$ cat config.mk
export PLATFORM = sky130hd
export DESIGN_NAME = smc_feedback
export DESIGN_NICKNAME = d
export VERILOG_FILES = /design/src/rtl/smc_feedback_pkg.sv /design/src/rtl/fixed_adder.sv /design/src/rtl/quad_decoder.sv /design/src/rtl/smc_feedback.sv
export SDC_FILE = /design/constraint.sdc
export NUM_CORES = 1
export LEC_CHECK = 0
export CAP_MARGIN = 0
export CELL_PAD_IN_SITES_DETAIL_PLACEMENT = 1
export CELL_PAD_IN_SITES_GLOBAL_PLACEMENT = 2
export CORE_ASPECT_RATIO = 1.1
export CORE_MARGIN = 4
export CORE_UTILIZATION = 36
export DETAILED_ROUTE_END_ITERATION = 8
export PLACE_DENSITY_LB_ADDON = 0.3
export SETUP_SLACK_MARGIN = 0.15
export SYNTH_ARGS = -nofsm -noshare
export SYNTH_HDL_FRONTEND = slang
export SYNTH_HIERARCHICAL = 1
export SYNTH_SLANG_ARGS = --single-unit
$ cat constraint.sdc
create_clock -name clk -period 10.4 [get_ports clk]
set_input_delay 3.12 -clock clk [delete_from_list [all_inputs] [get_ports clk]]
set_output_delay 3.12 -clock clk [all_outputs]
set_load 0.02 [all_outputs]
$ cat src/rtl/smc_feedback_pkg.sv
// Shared arithmetic for the SMC feedback path.
//   SAT_MAX / SAT_MIN : 32-bit signed saturation limits for dtheta
//   step_e            : quadrature step encoding (none, +1, -1, illegal)
//   add_mode_e        : fixed_adder operation select
//   sample_t          : registered theta / position-difference pair
//   quad_step()       : Gray transition -> step_e
package smc_feedback_pkg;

  localparam logic signed [31:0] SAT_MAX = 32'sh7FFF_FFFF;
  localparam logic signed [31:0] SAT_MIN = 32'sh8000_0000;

  typedef enum logic [1:0] {
    STEP_NONE = 2'd0,
    STEP_FWD  = 2'd1,
    STEP_REV  = 2'd2,
    STEP_ILL  = 2'd3
  } step_e;

  typedef enum logic {
    ADD_MODE = 1'b0,
    SUB_MODE = 1'b1
  } add_mode_e;

  typedef struct packed {
    logic signed [31:0] theta;
    logic signed [31:0] diff;
  } sample_t;

  // Position of {A,B} along the forward cycle 00->01->11->10.
  function automatic logic [1:0] gray_pos(input logic [1:0] ab);
    case (ab)
      2'b00:   return 2'd0;
      2'b01:   return 2'd1;
      2'b11:   return 2'd2;
      default: return 2'd3;
    endcase
  endfunction

  // Distance mod 4 along the cycle: 1 fwd, 3 rev, 2 = both bits flipped.
  function automatic step_e quad_step(input logic [1:0] prev, input logic [1:0] cur);
    logic [1:0] d;
    d = gray_pos(cur) - gray_pos(prev);
    case (d)
      2'd1:    return STEP_FWD;
      2'd3:    return STEP_REV;
      2'd2:    return STEP_ILL;
      default: return STEP_NONE;
    endcase
  endfunction

endpackage

$ cat src/rtl/fixed_adder.sv
// Combinational W-bit modular adder/subtractor.
//   a, b : operands
//   mode : ADD_MODE -> a+b, SUB_MODE -> a-b
//   y    : result, wraps modulo 2^W
module fixed_adder
  import smc_feedback_pkg::*;
#(
  parameter int W = 32
) (
  input  logic [W-1:0] a,
  input  logic [W-1:0] b,
  input  add_mode_e    mode,
  output logic [W-1:0] y
);

  always_comb begin
    y = (mode == SUB_MODE) ? (a - b) : (a + b);
  end

endmodule

$ cat src/rtl/quad_decoder.sv
// Quadrature front end: 2-flop synchronizers on A/B, a history register,
// and the Gray step / illegal-transition decode.
//   clk, rst     : clock, synchronous active-high reset
//   enc_a, enc_b : raw encoder channels (asynchronous to clk)
//   step         : decoded step for this cycle (combinational from flops)
module quad_decoder
  import smc_feedback_pkg::*;
(
  input  logic  clk,
  input  logic  rst,
  input  logic  enc_a,
  input  logic  enc_b,
  output step_e step
);

  logic [1:0] sync1_q, sync1_d;
  logic [1:0] sync2_q, sync2_d;
  logic [1:0] hist_q, hist_d;
  // Counts the cycles until sync2 holds a genuine pin sample; that first
  // sample only seeds the history, so a reset-time 11 is never illegal.
  logic [1:0] arm_q, arm_d;

  always_comb begin
    sync1_d = {enc_a, enc_b};
    sync2_d = sync1_q;
    hist_d  = sync2_q;
    arm_d   = (arm_q == 2'd3) ? arm_q : arm_q + 2'd1;
    step    = (arm_q == 2'd3) ? quad_step(hist_q, sync2_q) : STEP_NONE;
  end

  always_ff @(posedge clk) begin
    if (rst) begin
      sync1_q <= 2'b00;
      sync2_q <= 2'b00;
      hist_q  <= 2'b00;
      arm_q   <= 2'd0;
    end else begin
      sync1_q <= sync1_d;
      sync2_q <= sync2_d;
      hist_q  <= hist_d;
      arm_q   <= arm_d;
    end
  end

endmodule

$ cat src/rtl/smc_feedback.sv
// Encoder feedback for the sliding-mode controller: position count, periodic
// sampling and a shifted/saturated velocity.
//   clk, rst     : clock, synchronous active-high reset
//   enc_a, enc_b : quadrature channels (asynchronous)
//   zero         : clear position and previous-sample registers
//   theta        : sampled position (counts), updates the cycle after a tick
//   dtheta       : (pos - prev) <<< VEL_SHIFT, saturated, one cycle after theta
//   valid        : one-cycle pulse alongside each new dtheta
//   err          : sticky illegal-transition flag
module smc_feedback
  import smc_feedback_pkg::*;
#(
  parameter int SAMPLE_DIV = 1000,
  parameter int VEL_SHIFT  = 0
) (
  input  logic               clk,
  input  logic               rst,
  input  logic               enc_a,
  input  logic               enc_b,
  input  logic               zero,
  output logic signed [31:0] theta,
  output logic signed [31:0] dtheta,
  output logic               valid,
  output logic               err
);

  localparam int         STAGES   = 1;
  localparam logic [15:0] CNT_LAST = 16'(SAMPLE_DIV - 1);

  step_e              step;
  logic signed [31:0] pos_q, pos_d, pos_step;
  logic signed [31:0] prev_q, prev_d;
  logic signed [31:0] sub_b, diff_raw;
  sample_t            smp_q, smp_d;
  logic signed [31:0] dtheta_q, dtheta_d;
  logic [15:0]        cnt_q, cnt_d;
  logic               err_q, err_d;
  logic               tick;
  // [0] = sample registered (theta visible), [STAGES] = dtheta visible
  logic [STAGES:0]    vld_pipe_q, vld_pipe_d;
  logic signed [47:0] vel_ext, vel_shl;

  quad_decoder u_dec (
    .clk   (clk),
    .rst   (rst),
    .enc_a (enc_a),
    .enc_b (enc_b),
    .step  (step)
  );

  // Position path; zero discards any step landing in the same cycle.
  always_comb begin
    unique case (step)
      STEP_FWD: pos_step = pos_q + 32'sd1;
      STEP_REV: pos_step = pos_q - 32'sd1;
      default:  pos_step = pos_q;
    endcase
    pos_d = zero ? 32'sd0 : pos_step;
    // Zero also clears prev, so a zero on the tick yields diff = 0.
    sub_b = zero ? 32'sd0 : prev_q;
  end

  fixed_adder #(.W(32)) u_sub (
    .a    (pos_d),
    .b    (sub_b),
    .mode (SUB_MODE),
    .y    (diff_raw)
  );

  always_comb begin
    tick   = (cnt_q == CNT_LAST);
    cnt_d  = tick ? 16'd0 : cnt_q + 16'd1;
    prev_d = zero ? 32'sd0 : prev_q;
    smp_d  = smp_q;
    if (tick) begin
      smp_d.theta = pos_d;
      smp_d.diff  = diff_raw;
      prev_d      = pos_d;
    end
    vld_pipe_d = {vld_pipe_q[STAGES-1:0], tick};
    err_d      = err_q | (step == STEP_ILL);
  end

  // Velocity: widen so a 15-bit shift cannot lose the sign, then clamp.
  always_comb begin
    vel_ext  = {{16{smp_q.diff[31]}}, smp_q.diff};
    vel_shl  = vel_ext <<< VEL_SHIFT;
    dtheta_d = dtheta_q;
    if (vld_pipe_q[0]) begin
      if (&vel_shl[47:31] || !(|vel_shl[47:31])) dtheta_d = vel_shl[31:0];
      else                                       dtheta_d = vel_shl[47] ? SAT_MIN : SAT_MAX;
    end
  end

  always_ff @(posedge clk) begin
    if (rst) begin
      pos_q      <= '0;
      prev_q     <= '0;
      smp_q      <= '0;
      dtheta_q   <= '0;
      cnt_q      <= '0;
      err_q      <= 1'b0;
      vld_pipe_q <= '0;
    end else begin
      pos_q      <= pos_d;
      prev_q     <= prev_d;
      smp_q      <= smp_d;
      dtheta_q   <= dtheta_d;
      cnt_q      <= cnt_d;
      err_q      <= err_d;
      vld_pipe_q <= vld_pipe_d;
    end
  end

  assign theta  = smp_q.theta;
  assign dtheta = dtheta_q;
  assign valid  = vld_pipe_q[STAGES];
  assign err    = err_q;

endmodule

* Word-level counts from Yosys, hierarchy flattened
Cells that the tools add are included.
** Word-level totals
- Flip-flop bits (word level) :: 187
- Input port bits :: 5
- Output and inout port bits :: 66
- Word-level logic and storage cells :: 42
** Operators by class
- Add/sub/neg operators :: 6
- Equal/unequal tests :: 12
- Muxes and demuxes :: 8
- Bitwise operators :: 1
- Reduce and logical (&&, ||, !) cells :: 3
** Operators by type and width (count)
- 2-to-1 mux 32 bit :: 3
- one-hot mux 32 bit (2 select lines) :: 1
- adder 32 x 2 -> 32 bit (second input constant) :: 1
- subtractor 32 x 2 -> 32 bit (second input constant) :: 1
- subtractor 32 bit :: 1
- one-hot mux 2 bit (3 select lines) :: 3
- adder 16 x 1 -> 16 bit (second input constant) :: 1
- == test 16 x 10 -> 1 bit (second input constant) :: 1
- == test 2 bit (second input constant) :: 7
- == test 2 x 1 -> 1 bit (second input constant) :: 4
- logical NOT 2 bit :: 2
- adder 2 x 1 -> 2 bit (second input constant) :: 1
- 2-to-1 mux 2 bit :: 1
- OR reduction 2 bit :: 1
- subtractor 2 bit :: 1
- bitwise OR 1 bit :: 1

* Longest topological paths before layout
Gate-level depths: netlist of run 1.
- Word-level depth :: 10
- Gate-level depth with buffers :: 37
- Depth with buffers taken out :: 30

* Modules after synthesis
Netlist of run 1, hierarchy kept.
** By module, submodules not included
- smc_feedback :: instances 1, cells each 1063, area each 8675.8 um^2, sequential area each 3583.4 um^2
- fixed_adder :: instances 1, cells each 367, area each 2437.3 um^2, sequential area each 0.0 um^2
- quad_decoder :: instances 1, cells each 38, area each 427.9 um^2, sequential area each 160.2 um^2

* Worst setup path after synthesis of run 1
OpenSTA, ideal clock, no wires.
- Kind :: register -> register
- From :: reg u_dec.sync2_q[0] (netlist: u_dec/hist_d[0])
- To :: reg smp_q[30] (netlist bit)
- Library setup time :: 132 ps
- Arrival time :: 7030 ps
- Required time :: 10268 ps
- Slack :: 3238 ps
- Cell stages (with the launch flop) :: 36
- Path buffers :: 7
- Period minus slack after synthesis :: 7162 ps
- Path through :: dfxtp_1 inv_1 ha_1 ha_1 xor3_1 ha_1 nor2_1 nor3b_1 ha_1 buf_4 buf_4 buf_2 buf_2 buf_2 buf_2 xor2_1 ha_1 and4b_1 a2111oi_2 o22a_1 o31a_1 o22ai_4 a21boi_2 mux2i_1 xor2_1 nor2_1 ha_1 clkbuf_1 a21o_1 a21oi_1 o21ai_0 or4b_2 nand3_1 nor3_1 nand2_1 a21oi_1
** Between the ends
- Longest elaborated chain between the ends :: 10
- Elaborated cells between the ends (all ways) :: 15
- Classes of those cells :: add/sub (2); eq/ne (7); mux (5); reduce/logical (1)
** Ends and longest elaborated chain
- from (decl) :: RTL line quad_decoder.sv:17 : logic [1:0] sync2_q, sync2_d;
- from (signal assigned) :: RTL line quad_decoder.sv:39 : sync2_q <= sync2_d;
- == test 2 bit, or another cell as far along :: RTL line smc_feedback_pkg.sv:31 : case (ab)
- one-hot mux 2 bit (3 select lines) (*) :: RTL line smc_feedback_pkg.sv:31
- subtractor 2 bit (*) :: RTL line smc_feedback_pkg.sv:42 : d = gray_pos(cur) - gray_pos(prev);
- == test 2 bit / == test 2 x 1 -> 1 bit (equally long branches) :: RTL line smc_feedback_pkg.sv:43 : case (d)
- one-hot mux 2 bit (3 select lines) (*) :: RTL line smc_feedback_pkg.sv:43
- 2-to-1 mux 2 bit (*) :: RTL line quad_decoder.sv:28 : step = (arm_q == 2'd3) ? quad_step(hist_q, sync2_q) : STEP_NONE;
- named net step[1] :: RTL line smc_feedback.sv:30 : step_e step;
- == test 2 bit / == test 2 x 1 -> 1 bit (equally long branches) :: RTL line smc_feedback.sv:53 : unique case (step)
- one-hot mux 32 bit (2 select lines) (*) :: RTL line smc_feedback.sv:53
- 2-to-1 mux 32 bit (*) :: RTL line smc_feedback.sv:58 : pos_d = zero ? 32'sd0 : pos_step;
- named net pos_d[24] :: RTL line smc_feedback.sv:31 : logic signed [31:0] pos_q, pos_d, pos_step;
- subtractor 32 bit (*) :: RTL line fixed_adder.sv:17 : y = (mode == SUB_MODE) ? (a - b) : (a + b);
- named net diff_raw[30] :: RTL line smc_feedback.sv:33 : logic signed [31:0] sub_b, diff_raw;
- to (signal assigned) :: RTL line smc_feedback.sv:107 : smp_q <= smp_d;
- to (decl) :: RTL line smc_feedback.sv:34 : sample_t smp_q, smp_d;
Mark *: on every way through the listed nets, which the timed path passes. The rest lies on a longest branch.
A chain may end at the register's enable or synchronous reset.

* Worst setup path after layout of run 1
- From :: reg u_dec.sync2_q[0] (netlist: u_dec/hist_d[0])
- To :: reg smp_q[29] (netlist bit)
The elaborated chain is that of the path after synthesis.

==> results.txt, run 1 <==
- Number of global-route vias before repair: 10300
- For this design, the sink count on the clock tree is 187.
- Clock skew on the completed layout was measured at 0.00922 ns.
- Post-CTS repair changed the size of 0 cells.
- The final-report hold violation count came to 0.
* Die Outline Area: 35000 µm²
* Met3 Use GR: 2.52%
* Leak Pwr: 4.55 nW
- # hold bufs at CTS: 0
- Number of buffers inserted during clock tree synthesis: 17
* Clock-pin transition on the worst setup and hold timing paths: 0.07 ns
- Number of setup violations in the final report: 0
* First-pass iteration count of the detailed router: 5
- Number of flip-flops and latches in the synthesized netlist: 187
- A synthesized cell averages 7.86 µm².
- The final critical path takes up 70.2% of the cycle.
- WL per Instance: 17.1 µm
- The worst pin sits at a relative slew slack of 29.9%.
* Synth area leader: dfxtp_1
- Global-route met1 utilization: 22.9%
- Critical-path maximum fanout: 41
- After detailed routing, the number of vias per cell comes to 5.37.
* Layout cells sized above 1: 5.10%
* Ys async rst share: 0%
- Clock H-tree levels: 4
- In this run, synthesis inferred 0 flip-flops with an integrated enable.
- Cell seen most often among critical-path stages: ha_1
- Register area share after synthesis: 32.4%
* R2r startpoint: u_dec/hist_d[0]$_SDFF_PP0_
- Post-layout instance count excluding filler cells: 1870
- Standard cell with the maximum stage delay on the critical path: ha_2
- At the later pin of the worst-skew pair, clock insertion delay measures 0.45 ns.
- Clock Tree Buf Depth: 2
- Height of the die: 196 µm
- Antenna Diode Count: 0
* Predominant post-synthesis flop cell: dfxtp_1
- The number of cells on the worst reg-to-reg path is 29.
- Entering global routing, the biggest net connects 86 pins.
- Setup repair after global routing missed its margin: false
- Die Span X: 179 µm
* Aggregate global routing overflow: 0
* Peak supply drop: 0.0872 mV
- 71 I/O pins were placed.
- First-pass GRT wire length: 53400 µm
- After legalization and detailed placement, the total HPWL measured 23100 µm.
- The core region is 31500 µm².
- In the layout the commonest cells are nor2_1, dfxtp_1, nand2_1, a21oi_1, xnor2_1.
- Adding up every negative setup slack in the final design gives 0 ns.
- The flow ran to the end, and the final reports show no timing, DRC or antenna violations.
- Clock tree from TritonCTS: yes
- For this run, design rule violations remaining after detail routing come to 0.
* Tightest Pin Transition: 1.05 ns
* Total number of nets in the final design: 1489
- Summed over all layers, the routed wires come to 32000 µm.
* Detail Route Antenna Nets: 0
- Counting tap cells, the placed design contains a total of 1838 instances.
* Final max-slew violation count: 0
- Setup repair bufs after CTS: 0
- The worst path in the final design needs a cycle of 7.30 ns, including I/O delays and setup.
- The tree is rooted in a clkbuf_16.
* Highest clock frequency the design can meet: 137 MHz
- Flop-to-flop setup slack: 3.10 ns
* Last weighted congestion value of the routability-driven placer: 0.826
* Arrival time at the worst endpoint: 7.60 ns
- Once layout is done, the placed cells without fillers occupy 12800 µm².
- Total global-route track usage: 18.5%
* Path type of the worst setup path: register to register
* Area of placed instances: 12200 µm²
- The tool flagged a number of max-cap violations equal to 0.
- During placement, the flow inserted port buffers numbering 70.
- Following the worst setup path forward leads to its endpoint at smp_q[29]$_SDFFE_PP0P_.
- Sorting the synthesized cells by area gives the leading types as dfxtp_1, nor2_1, xnor2_1.
- Largest stage delay on the critical path: 0.77 ns
- Once the floorplan was initialized, standard cells occupied 36.7% of the core.
* Crit path capture type: register
- STA classifies the critical path startpoint as a register.
- Row count: 68
- The min-delay analysis places its worst path in the category register to register.
- The critical path starts at u_dec/hist_d[0]$_SDFF_PP0_.
- Synthesis produced a netlist whose cell count is 1468.
- Post-synthesis to final-layout area growth: 10.9%
- For this run, the number of Yosys warnings is 6.
* Met2 Resource Use GR: 33.1%
- Dividing total power by cell area gives a power density of 115 nW/µm².
- Fraction of post-synthesis cell area in the top cell type by area: 32.4%
- Required time of the critical path: 10.69 ns
- Number of antenna violations at the first check in global routing: 0
- Mapped cell area: 11500 µm²
- Detailed routing inserted a total of 10000 vias.
- DRC violation total after the first TritonRoute iteration: 462
- Synthesis instantiated 92 different standard cells from the library.
* Reg-to-Reg End: smp_q[29]$_SDFFE_PP0P_
* Leading cell type in the layout, fill and taps excluded: nor2_1
* Most used routing layer in global routing: met2
sequential cells by signal, indices dropped and copies added, names as in the netlist, 16 cells and up:
name and flops:
pos_q 32, theta 32, smp_q 32, dtheta 32
cnt_q 16, prev_q 32
critical path, delay by kind of cell, from the launching register on:
| family | cells | cell delay, ns |
|---|---|---|
| and+or+nand+nor | 7 | 1.13 |
| DFF | 1 | 0.34 |
| adders and majority gates | 6 | 2.10 |
| xor gates and xnor gates | 4 | 1.02 |
| AOI/OAI and AO/OA | 11 | 2.46 |
| buffers and inverters | 1 | 0.06 |
synthesized netlist by cell type (7+ instances only):
cell type	count
buf_4	36
buf_2	12
nand2_1	155
o22a_1	9
xnor2_1	87
o2bb2ai_1	21
xor2_1	33
nand4_1	8
o211ai_1	9
nor3_1	39
or3_1	18
o21ai_0	71
nand3b_1	7
o31a_1	10
inv_1	28
clkbuf_1	74
mux2i_1	43
a21o_1	18
nor2b_1	48
nand3_1	28
o22ai_1	7
a21oi_1	123
ha_1	46
dfxtp_1	187
nor2_1	206
metrics by stage:
step	util, %	hold slack, ns	setup slack, ns	power [mW]
floorplan	-	0.414	3.24	0.780
global placement	38.7	0.430	3.30	0.793
detailed placement	38.7	0.446	3.06	0.796
CTS	40.7	0.458	3.04	1.49
global route	40.7	0.466	2.49	1.52
finish	40.7	0.452	3.10	1.47
metal layers:
| metal | wire (µm) | part of all wire (%) |
|---|---|---|
| met1 | 14500 | 45 |
| met2 | 16100 | 50 |
| met3 | 788 | 2.5 |
| met4 | 611 | 1.9 |
| met5 | 0 | 0 |
logic make-up (layout without fill, tap and decap cells):
family	Yosys count	in the layout	share of synthesized area [%]
other cells	1	4	0.0325
compound gates	347	347	19.7
xor+xnor	123	123	9.65
flops	187	187	32.4
mux	43	43	3.73
fa+ha+maj	47	47	5.16
buf+inv	160	139	6.59
simple gates	560	560	22.7
worst min-delay path by stage:
| stage | startpoint | endpoint | slack, ns | cells past startpoint |
|---|---|---|---|---|
| after detailed placement | theta[28]$_SDFFE_PP0P_ | theta[28]$_SDFFE_PP0P_ | 0.45 | 2 |
| after floorplan | u_dec/sync1_q[0]$_SDFF_PP0_ | u_dec/hist_d[0]$_SDFF_PP0_ | 0.41 | 1 |
| after CTS | smp_q[6]$_SDFFE_PP0P_ | smp_q[6]$_SDFFE_PP0P_ | 0.46 | 2 |
| after global placement | cnt_q[0]$_SDFF_PP0_ | cnt_q[0]$_SDFF_PP0_ | 0.43 | 1 |
| final | theta[0]$_SDFFE_PP0P_ | theta[0]$_SDFFE_PP0P_ | 0.45 | 2 |
| after global routing | theta[6]$_SDFFE_PP0P_ | theta[6]$_SDFFE_PP0P_ | 0.47 | 2 |
area by class of cell:
type	count	area, µm²
Fill cell	3809	18700
Clock inverter	12	153
Sequential cell	187	3740
Inverter	29	109
Timing Repair Buffer	78	753
Multi-Input combinational cell	1124	7060
Clock buffer	20	457
Tap cell	420	526
report_power, final:
| group | leakage (nW) | internal [mW] | switching (mW) |
|---|---|---|---|
| sequential | 1.51 | 0.719 | 0.00275 |
| combinational | 2.74 | 0.0175 | 0.0391 |
| clock | 0.300 | 0.375 | 0.313 |
Power figures use the tool's default switching activity.
==> run 2: changes to the inputs <==
Settings changed: CORE_UTILIZATION 36 to 33.
Clock period 10.4 ns to 6.6 ns, I/O delays scaled along.
==> run 2 against run 1 <==
Against the previous run:
- non-clock buffer count up 42
- highest routed layer unchanged
- critical path depth is 1 lower
- design area is 5.0% higher
- utilization is 1.6 points lower
- hold slack improved by 0.0014 ns
- sequential power up 58%
- setup slack lost 2.6 ns
- clock skew rose by 0.0049 ns
- combinational power grew 74%
- largest cell class unchanged
- clock power up 57%
- fmax increased by 20%
==> results.txt, run 2 (synthesis gave the netlist of run 1 again) <==
- The run finished with clean final reports.
- The count of final setup violators came to 0 (unchanged).
- Number of cells traversed by the worst register-to-register path: 28 (-3.4%)
- Flop-to-flop setup slack: 0.53 ns (-2.57 ns)
- Core footprint: 34400 µm² (+9.2%)
- The maximum number of buffers from clock root to sink came to 2 (unchanged).
- Worst setup slack before clock tree synthesis: 0.139 ns (-2.92 ns)
- Number of antenna violations at the first check in global routing: 0 (unchanged)
- The final sum of negative setup slack is 0 ns (unchanged).
* Die Outline Area: 38000 µm² (+8.7%)
- The total chip power was 2.32 mW (+58%).
- The final-stage net count was 1531 (+2.8%).
* Clock-pin transition on the worst setup and hold timing paths: 0.07 ns (about the same)
* Kind of path behind the tightest hold check: register to register
- The initial standard-cell utilization of the core is 33.6% (-3.1 points).
* Commonest cells after routing, fill and taps aside: nor2_1, dfxtp_1, nand2_1, a21oi_1, xnor2_1
* DP Wirelength: 24200 µm (+4.6%)
- Post-detailed-routing wire length: 33200 µm (+3.9%)
- The most critical setup path has its endpoint at smp_q[30]$_SDFFE_PP0P_.
* # DRC: 0 (unchanged)
* Crit path capture type: register
* Number of global-route vias before repair: 10600 (+2.7%)
- The most critical setup path has its startpoint at u_dec/hist_d[0]$_SDFF_PP0_.
- Leading cell type in the layout, fill and taps excluded: nor2_1
- The number of antenna diodes came to 0 (unchanged).
* Layout cells sized above 1: 11.2% (+6.1 points)
- The maximum clock rate was 165 MHz (+20%).
- Max cap viols: 0 (unchanged)
- CP bufs+invs: 2 (+1)
* Pin count of the biggest net entering global routing: 82 (-4.7%)
- The global route total overflow is 0 (unchanged).
- The cell family contributing the most delay on the critical path is compound AO/OA/AOI/OAI gates.
- The final period demand of the worst path came to 6.07 ns (-1.23 ns).
- The TritonCTS buffer count came to 17 (unchanged).
- # hold bufs at CTS: 0 (unchanged)
- The first-pass GRT wire length came to 55100 µm (+3.2%).
- The number of top-level design ports was 71 (unchanged).
- Leak Pwr: 4.77 nW (+4.7%)
- DRC violation total after the first TritonRoute iteration: 431 (-6.7%)
* Clock latency reported for the late side of the worst-skew pair: 0.46 ns (about the same)
- Max-Slew Margin vs Limit: 19.1% (-11 points)
- Final worst path period share: 92.0% (+22 points)
- The number of max-slew violations in the final report was 0 (unchanged).
* Path type of the worst setup path: register to register
- WL per Instance: 17.2 µm (+0.71%)
- Critical Path Stages: 28 (-3.4%)
* First-pass iteration count of the detailed router: 5 (unchanged)
* Clock tree from TritonCTS: yes
- The power density normalized to cell area came to 173 nW/µm² (+51%).
* Detail Route Antenna Nets: 0 (unchanged)
* Required time of the critical path: 6.91 ns (-3.78 ns)
- Post-synthesis to final-layout area growth: 16.5%
* Arrival time at the worst endpoint: 6.38 ns (-1.22 ns)
* Row count: 71 (+4.4%)
- Total vias in the final route: 10200 (+1.3%)
- Total global-route track usage: 17.4% (-1.1 points)
- Peak supply drop: 0.198 mV (+130%)
* Kind of launch point of the worst setup path: register
* Vias per cell: 5.26 (-1.9%)
- Setup repair after global routing missed its margin: true
* Standard cell with the maximum stage delay on the critical path: or4b_4
- Tightest Pin Transition: 1.21 ns (+0.160 ns)
* Die Span X: 186 µm (+4.2%)
- CTS placed an instance of clkbuf_16 at the clock tree root.
- The H-tree level count came to 4 (unchanged).
- Port-buffer cells: 70 (unchanged)
* Height of the die: 204 µm (+4.3%)
- The count of cells along the worst hold path was 2 (unchanged).
- Reg-to-Reg End: smp_q[30]$_SDFFE_PP0P_
* R2r startpoint: u_dec/hist_d[0]$_SDFF_PP0_
- The worst-path maximum fanout is 6 (-85%).
* Final Hold Vio Count: 0 (unchanged)
- Last weighted congestion value of the routability-driven placer: 0.846 (+2.4%)
- The smallest setup slack after layout came to 0.527 ns (-2.57 ns).
- Largest stage delay on the critical path: 0.52 ns (-0.25 ns)
- The number of clock sinks seen by CTS was 187 (unchanged).
- Cell seen most often among critical-path stages: ha_4
* Final Skew: 0.0141 ns (+0.00485 ns)
run 2: layout make-up:
| class | count | area, µm² |
|---|---|---|
| fillers | 4115 | 20900 |
| multi-input cells | 1124 | 7360 |
| flip-flops and latches | 187 | 3750 |
| repair buffers | 120 | 1080 |
| well taps | 438 | 548 |
| clock buffers | 17 | 425 |
| clock inverters | 15 | 176 |
| inverters | 29 | 109 |
run 2: per-stage QoR:
stage	util, %	instance area (µm²)	hold WS [ns]	cells
after floorplan	-	11600	0.414	1471
after global placement	36.3	12500	0.432	1885
after detailed placement	36.3	12500	0.445	1885
after CTS	38.1	13100	0.457	1917
after global routing	39.1	13400	0.475	1930
final	39.1	13400	0.453	1930
run 2: repair_timing:
action / 4_1_cts / 5_1_grt
cloned: 0 / 0
pin swaps: 0 / 29
setup endpoints to repair: 1 / 16
buffers inserted: 0 / 13
gates resized for setup: 1 / 60
run 2: worst min-delay path by stage:
stage,startpoint,end,slack (ns)
6_report,theta[20]$_SDFFE_PP0P_,theta[20]$_SDFFE_PP0P_,0.45
5_1_grt,smp_q[1]$_SDFFE_PP0P_,smp_q[1]$_SDFFE_PP0P_,0.47
4_1_cts,smp_q[1]$_SDFFE_PP0P_,smp_q[1]$_SDFFE_PP0P_,0.46
3_5_place_dp,cnt_q[0]$_SDFF_PP0_,cnt_q[0]$_SDFF_PP0_,0.44
3_3_place_gp,cnt_q[0]$_SDFF_PP0_,cnt_q[0]$_SDFF_PP0_,0.43
2_1_floorplan,u_dec/sync1_q[0]$_SDFF_PP0_,u_dec/hist_d[0]$_SDFF_PP0_,0.41
run 2: worst reg2reg max path, delay by kind of cell, from the launching register on:
kind	cells	cell delay (ns)
adder cells (fa/ha/maj)	6	1.40
AO/OA/AOI/OAI	9	1.77
AND/OR/NAND/NOR	7	1.20
multiplexers	1	0.23
XOR/XNOR	3	0.85
buffers and inverters	2	0.12
flip-flops	1	0.34
run 2: per-layer routing:
metal / vias to the layer above / GRT usage, % / share of wire, %
met2: 111 / 31.8 / 51
met1: 4971 / 21.1 / 45
li1: 5047 / - / -
met4: 0 / 4.89 / 1.9
met5: - / 0 / 0
met3: 32 / 2.99 / 2.3
run 2: power breakdown:
part	switching, mW	internal [mW]
Combinational	0.0658	0.0327
Sequential	0.00449	1.13
Clock	0.511	0.574
Total	0.581	1.74
